==> config.mk <==
export PLATFORM = sky130hd
export DESIGN_NAME = fsm9_acc_flat
export DESIGN_NICKNAME = d
export VERILOG_FILES = /design/src/rtl/fsm9_acc_pkg.sv /design/src/rtl/fsm9_acc_if.sv /design/src/rtl/fsm9_acc_next.sv /design/src/rtl/fsm9_acc.sv /design/src/flat_wrapper.sv
export SDC_FILE = /design/constraint.sdc
export NUM_CORES = 1
export LEC_CHECK = 0
export CAP_MARGIN = 10
export CORE_ASPECT_RATIO = 0.7
export CORE_MARGIN = 2
export CORE_UTILIZATION = 37
export CTS_BUF_LIST = sky130_fd_sc_hd__clkbuf_4
export CTS_CLUSTER_SIZE = 25
export DETAILED_ROUTE_END_ITERATION = 10
export HOLD_SLACK_MARGIN = 0.05
export PLACE_DENSITY = 0.9
export SKIP_LAST_GASP = 1
export SYNTH_ARGS = -nofsm -noshare
export SYNTH_HDL_FRONTEND = slang
export SYNTH_SLANG_ARGS = --single-unit
==> constraint.sdc <==
create_clock -name clock -period 3.6 [get_ports clock]
set_input_delay 0.54 -clock clock [delete_from_list [all_inputs] [get_ports clock]]
set_output_delay 0.54 -clock clock [all_outputs]
set_load 0.02 [all_outputs]
==> src/rtl/fsm9_acc_pkg.sv <==
// Shared types for the nine-state sequenced accumulator.
// State codes 9..15 are illegal and recover to S0.
package fsm9_acc_pkg;

    localparam int STATE_W    = 4;
    localparam int NUM_STATES = 9;

    typedef enum logic [STATE_W-1:0] {
        S0 = 4'd0,
        S1 = 4'd1,
        S2 = 4'd2,
        S3 = 4'd3,
        S4 = 4'd4,
        S5 = 4'd5,
        S6 = 4'd6,
        S7 = 4'd7,
        S8 = 4'd8
    } state_e;

endpackage

==> src/rtl/fsm9_acc_if.sv <==
// Per-state advance conditions, per-state constants, operand and result bus.
// The master drives the controls; the slave (the accumulator) returns y.
interface fsm9_acc_if #(
    parameter int WIDTH = 4
);
    logic             i0, i1, i2, i3, i4, i5, i6, i7, i8;
    logic [WIDTH-1:0] c0, c1, c2, c3, c4, c5, c6, c7, c8;
    logic             en;
    logic [WIDTH-1:0] a;
    logic [WIDTH-1:0] y;

    modport master (
        output i0, i1, i2, i3, i4, i5, i6, i7, i8,
        output c0, c1, c2, c3, c4, c5, c6, c7, c8,
        output en, a,
        input  y
    );

    modport slave (
        input  i0, i1, i2, i3, i4, i5, i6, i7, i8,
        input  c0, c1, c2, c3, c4, c5, c6, c7, c8,
        input  en, a,
        output y
    );
endinterface

==> src/rtl/fsm9_acc_next.sv <==
// Combinational next-state and constant-select for the nine-state ring.
// Illegal codes select a zero constant and return to S0.
module fsm9_next
    import fsm9_acc_pkg::*;
#(
    parameter int WIDTH = 4
) (
    input  state_e                           i_state,
    input  logic [NUM_STATES-1:0]            i_adv,
    input  logic [NUM_STATES-1:0][WIDTH-1:0] i_c,
    output state_e                           o_next,
    output logic [WIDTH-1:0]                 o_csel
);

    always_comb begin
        o_next = S0;
        o_csel = '0;
        case (i_state)
            S0: begin o_csel = i_c[0]; o_next = i_adv[0] ? S1 : S0; end
            S1: begin o_csel = i_c[1]; o_next = i_adv[1] ? S2 : S1; end
            S2: begin o_csel = i_c[2]; o_next = i_adv[2] ? S3 : S2; end
            S3: begin o_csel = i_c[3]; o_next = i_adv[3] ? S4 : S3; end
            S4: begin o_csel = i_c[4]; o_next = i_adv[4] ? S5 : S4; end
            S5: begin o_csel = i_c[5]; o_next = i_adv[5] ? S6 : S5; end
            S6: begin o_csel = i_c[6]; o_next = i_adv[6] ? S7 : S6; end
            S7: begin o_csel = i_c[7]; o_next = i_adv[7] ? S8 : S7; end
            S8: begin o_csel = i_c[8]; o_next = i_adv[8] ? S0 : S8; end
            default: begin
                o_next = S0;
                o_csel = '0;
            end
        endcase
    end

endmodule

==> src/rtl/fsm9_acc.sv <==
// Nine-state controller with a registered y <= a + c[state] when enabled.
// y is purely registered, so feeding y back into a is a legal loop.
module fsm9_acc
    import fsm9_acc_pkg::*;
#(
    parameter int WIDTH = 4
) (
    input  logic       clock,
    input  logic       reset,
    fsm9_acc_if.slave  bus
);

    state_e                           r_state;
    logic [WIDTH-1:0]                 r_y;
    state_e                           w_next;
    logic [WIDTH-1:0]                 w_csel;
    logic [NUM_STATES-1:0]            w_adv;
    logic [NUM_STATES-1:0][WIDTH-1:0] w_c;

    assign w_adv = {bus.i8, bus.i7, bus.i6, bus.i5, bus.i4,
                    bus.i3, bus.i2, bus.i1, bus.i0};
    assign w_c   = {bus.c8, bus.c7, bus.c6, bus.c5, bus.c4,
                    bus.c3, bus.c2, bus.c1, bus.c0};

    fsm9_next #(.WIDTH(WIDTH)) u_next (
        .i_state (r_state),
        .i_adv   (w_adv),
        .i_c     (w_c),
        .o_next  (w_next),
        .o_csel  (w_csel)
    );

    // State advance ignores en; the sum wraps modulo 2^WIDTH.
    always_ff @(posedge clock) begin
        if (reset) begin
            r_state <= S0;
            r_y     <= '0;
        end else begin
            r_state <= w_next;
            if (bus.en)
                r_y <= bus.a + w_csel;
        end
    end

    assign bus.y = r_y;

endmodule

==> src/flat_wrapper.sv <==
// flat-port wrapper written by rule: the top's interface ports become plain ports
module fsm9_acc_flat import fsm9_acc_pkg::*;
#(
    parameter int WIDTH = 4
)
  (clock, reset, bus_i0, bus_i1, bus_i2, bus_i3, bus_i4, bus_i5, bus_i6, bus_i7, bus_i8, bus_c0, bus_c1, bus_c2, bus_c3, bus_c4, bus_c5, bus_c6, bus_c7, bus_c8, bus_en, bus_a, bus_y);
  fsm9_acc_if #(.WIDTH(WIDTH)) bus_i ();
  input  logic clock;
  input  logic reset;
  input wire logic [$bits(bus_i.i0)-1:0] bus_i0;
  input wire logic [$bits(bus_i.i1)-1:0] bus_i1;
  input wire logic [$bits(bus_i.i2)-1:0] bus_i2;
  input wire logic [$bits(bus_i.i3)-1:0] bus_i3;
  input wire logic [$bits(bus_i.i4)-1:0] bus_i4;
  input wire logic [$bits(bus_i.i5)-1:0] bus_i5;
  input wire logic [$bits(bus_i.i6)-1:0] bus_i6;
  input wire logic [$bits(bus_i.i7)-1:0] bus_i7;
  input wire logic [$bits(bus_i.i8)-1:0] bus_i8;
  input wire logic [$bits(bus_i.c0)-1:0] bus_c0;
  input wire logic [$bits(bus_i.c1)-1:0] bus_c1;
  input wire logic [$bits(bus_i.c2)-1:0] bus_c2;
  input wire logic [$bits(bus_i.c3)-1:0] bus_c3;
  input wire logic [$bits(bus_i.c4)-1:0] bus_c4;
  input wire logic [$bits(bus_i.c5)-1:0] bus_c5;
  input wire logic [$bits(bus_i.c6)-1:0] bus_c6;
  input wire logic [$bits(bus_i.c7)-1:0] bus_c7;
  input wire logic [$bits(bus_i.c8)-1:0] bus_c8;
  input wire logic [$bits(bus_i.en)-1:0] bus_en;
  input wire logic [$bits(bus_i.a)-1:0] bus_a;
  output wire logic [$bits(bus_i.y)-1:0] bus_y;
  assign bus_i.i0 = bus_i0;
  assign bus_i.i1 = bus_i1;
  assign bus_i.i2 = bus_i2;
  assign bus_i.i3 = bus_i3;
  assign bus_i.i4 = bus_i4;
  assign bus_i.i5 = bus_i5;
  assign bus_i.i6 = bus_i6;
  assign bus_i.i7 = bus_i7;
  assign bus_i.i8 = bus_i8;
  assign bus_i.c0 = bus_c0;
  assign bus_i.c1 = bus_c1;
  assign bus_i.c2 = bus_c2;
  assign bus_i.c3 = bus_c3;
  assign bus_i.c4 = bus_c4;
  assign bus_i.c5 = bus_c5;
  assign bus_i.c6 = bus_c6;
  assign bus_i.c7 = bus_c7;
  assign bus_i.c8 = bus_c8;
  assign bus_i.en = bus_en;
  assign bus_i.a = bus_a;
  assign bus_y = bus_i.y;
  fsm9_acc #(.WIDTH(WIDTH)) u_core (.clock(clock), .reset(reset), .bus(bus_i));
endmodule
==> flow_metrics.tcl <==
set metrics [dict create \
    critical_path.max_stage_delay_ns 0.67 \
    yosysWarnings 0 \
    die_h_um 44.71 \
    drv_cap 0 \
    drt-initial-drc-count 26 \
    yosys-mux-area-fraction_pct 15.57 \
    clk_latency_ns 0.25 \
    cts_setup_buffers 0 \
    synth_xor_area_share_pct 2.000 \
    clockBufferDepth 2 \
    synth_area_leader_cell "dfxtp_1" \
    worst-slew-pin-transition_ns 0.5618 \
    min_to "u_core.bus.y[1]" \
    io_pins 56 \
    avgSynthCellArea_um2 8.422 \
    multiInputGateArea_um2 650.6 \
    hp-start "u_core.bus.y[1]" \
    diodes 0 \
    cts-root-buf "clkbuf_4" \
    dp_slack_ns 0.4729 \
    drive_gt1_share_pct 9.677 \
    postCtsHoldBufs 0 \
    clock-sinks 8 \
    finalWorstSetupSlack_ns 0.6343 \
    grt_overflow 0 \
    cpMaxStageDelayCell "dfxtp_1" \
    synth_simple_gate_area_share_pct 25.29 \
    area_delta_synth_final_pct 66.43 \
    antenna_found_initial 0 \
    required_ns 3.74 \
    fin_crit_sh_pct 82.38 \
    reg2reg_to "u_core.bus.y[3]" \
    worstPathArrival_ns 3.10 \
    vias 1035 \
    synth_area_um2 875.8 \
    grt_max_degree 18 \
    cp_num_cells 10 \
    drc_errors 0 \
    finalHoldViolCount 0 \
    cts_tree "built" \
    grt_pass1_wl_mm 4.774 \
    grt_pass1_vias 1058 \
    finClkSkew_ns 0.002529 \
    cts_buffers 3 \
    path_cells "inv_2 > a31oi_1 > o22ai_1 > a2111o_1 > ha_1 > a21o_1 > a21oi_1 > xnor2_1 > and3b_1 > a311o_1" \
    antenna_left 0 \
    routed_wirelength_mm 2.773 \
    criticalPathCategory "flip-flop to flip-flop" \
    path_max_fanout 15 \
    core_um2 2190 \
    r2r_slack_ns 0.63 \
    initial_utilization_pct 40.00 \
    end_kind "flip-flop" \
    drtPass1Iterations 4 \
    powerDensity_nw_per_um2 252.0 \
    period_needed_ns 2.966 \
    syn_inst 104 \
    hold_class "flip-flop to flip-flop" \
    synthArstFlopShare_pct 0 \
    status "finished clean" \
    reg2reg_from "u_core.r_state[2]" \
    setup_viol 0 \
    nets 213 \
    max_freq_ghz 0.3372 \
    synthAdderAreaFrac_pct 6.571 \
    slew-limit-headroom_pct 62.50 \
    final-max-slew-violation-count 0 \
    regArea_um2 160.2 \
    htree_levels 1 \
    fillers 195 \
    start_kind "flip-flop" \
    grt_setup_unrepaired "no" \
    synth_compound_area_share_pct 24.86 \
    synth_top_cell_area_share_pct 18.29 \
    port_buffers 55 \
    clk_pin_slew_ns 0.05 \
    via_per_inst 5.535 \
    die-width_um 62.15 \
    path_buf_inv 1 \
    die-area_um2 2778 \
    grtUsageTotal_pct 21.74 \
    synth_fp_nets 160 \
    rows 14 \
    p_leak_nw 0.5369 \
    synth_top_family_by_area "simple AND/OR/NAND/NOR gates" \
    synth-edff-count 0 \
    setup_tns_ns 0 \
    ir_worst_vdd_mv 0.1782 \
    synth_seq_cells 8 \
    worstRegToRegCells 10 \
    gp_congestion 0.8445 \
    path_delay_family "compound AO/OA/AOI/OAI gates" \
    cts_resized 0 \
    wire_per_inst_um 14.83 \
    hold_path_depth 2 \
    dp_hpwl_mm 2.270 \
    synth.area.top_cells "dfxtp_1 (18%), mux2i_1 (9.1%), a21oi_1 (5.7%)" \
    seq_area_frac_synth_pct 18.29 \
    synthDistinctLibCells 45 \
    synth_ff_type "dfxtp_1" \
]
## placed cells by master, fill, tap and decap left out, types with 3 or more instances in the layout
cell	netlist	routed
a21oi_1	10	10
a31oi_1	6	6
buf_4	1	3
clkbuf_4	0	3
clkdlybuf4s50_1	0	55
dfxtp_1	8	8
ha_1	3	3
mux2i_1	8	8
nand2_1	6	6
nand2b_1	3	3
nand4b_1	3	3
nor2_1	5	5
nor3_1	3	3
## per-layer routing
metal	up-vias	routed length, um	GRT usage [%]
met1	475	1206	26.58
met4	0	71	6.667
met5	-	0	0
met2	50	1312	39.35
li1	502	-	-
met3	8	184	5.237
## worst min-delay path, delay by kind of cell, from the launching register on
kind	cells	cell delay, ns
AND/OR/NAND/NOR	1	0.08
flip-flops	1	0.32
multiplexers	1	0.06
## cell usage after synthesis, types with 2 or more instances
cell type and n:
a21oi_1 10, nand4b_1 3, nand3_1 2, a31oi_1 6, nand2b_1 3, dfxtp_1 8
mux4_2 2, nor3b_1 2, nor2_1 5, nand2_1 6, inv_1 2, nor4_1 2
nor3_1 3, mux2i_1 8, clkbuf_1 4, buf_2 4, ha_1 3, o32a_1 2
and3_1 2, xnor2_1 2
## final cells by class
type | count | area share [%]
Inverter | 3 | 0.7725
Multi-Input combinational cell | 83 | 44.64
Tap cell | 32 | 2.747
Sequential cell | 8 | 10.99
Clock buffer | 3 | 1.545
Timing Repair Buffer | 58 | 39.31
## logic make-up after synthesis
family | count (synthesis)
compound gates | 30
xor+xnor | 2
fa+ha+maj | 4
mux | 11
flops | 8
buf+inv | 13
simple gates | 36
## metrics by stage
stage / cells / util [%] / hold WS (ns) / area (um^2) / power (mW)
after floorplan: 104 / - / 0.5568 / 875.8 / 0.2136
after global placement: 184 / 65.54 / 0.4780 / 1435 / 0.2979
after detailed placement: 184 / 65.54 / 0.4864 / 1435 / 0.3032
after CTS: 187 / 66.57 / 0.5031 / 1458 / 0.3727
after global routing: 187 / 66.57 / 0.5580 / 1458 / 0.3954
final: 187 / 66.57 / 0.5017 / 1458 / 0.3673
## worst max path at each step
stage	start	endpoint
6_report	u_core.r_state[2]	u_core.bus.y[3]
5_1_grt	u_core.r_state[2]	u_core.bus.y[3]
4_1_cts	u_core.r_state[2]	u_core.bus.y[3]
3_5_place_dp	bus_c6[1]	u_core.bus.y[3]
3_3_place_gp	bus_c6[1]	u_core.bus.y[3]
2_1_floorplan	u_core.r_state[2]	u_core.bus.y[3]
## flip-flops by register name, summed over array words and instances, names as in the netlist
signal	count
u_core.r_state	4
u_core.bus.y	4
## power by group
part           internal (mW)  total (mW)  switching [mW]  leakage, nW
Combinational          0.116       0.190          0.0736        0.457
Clock                 0.0379      0.0653          0.0273       0.0138
Sequential            0.0988       0.112          0.0135       0.0657
No activity file was read; power rests on OpenSTA's default activity.
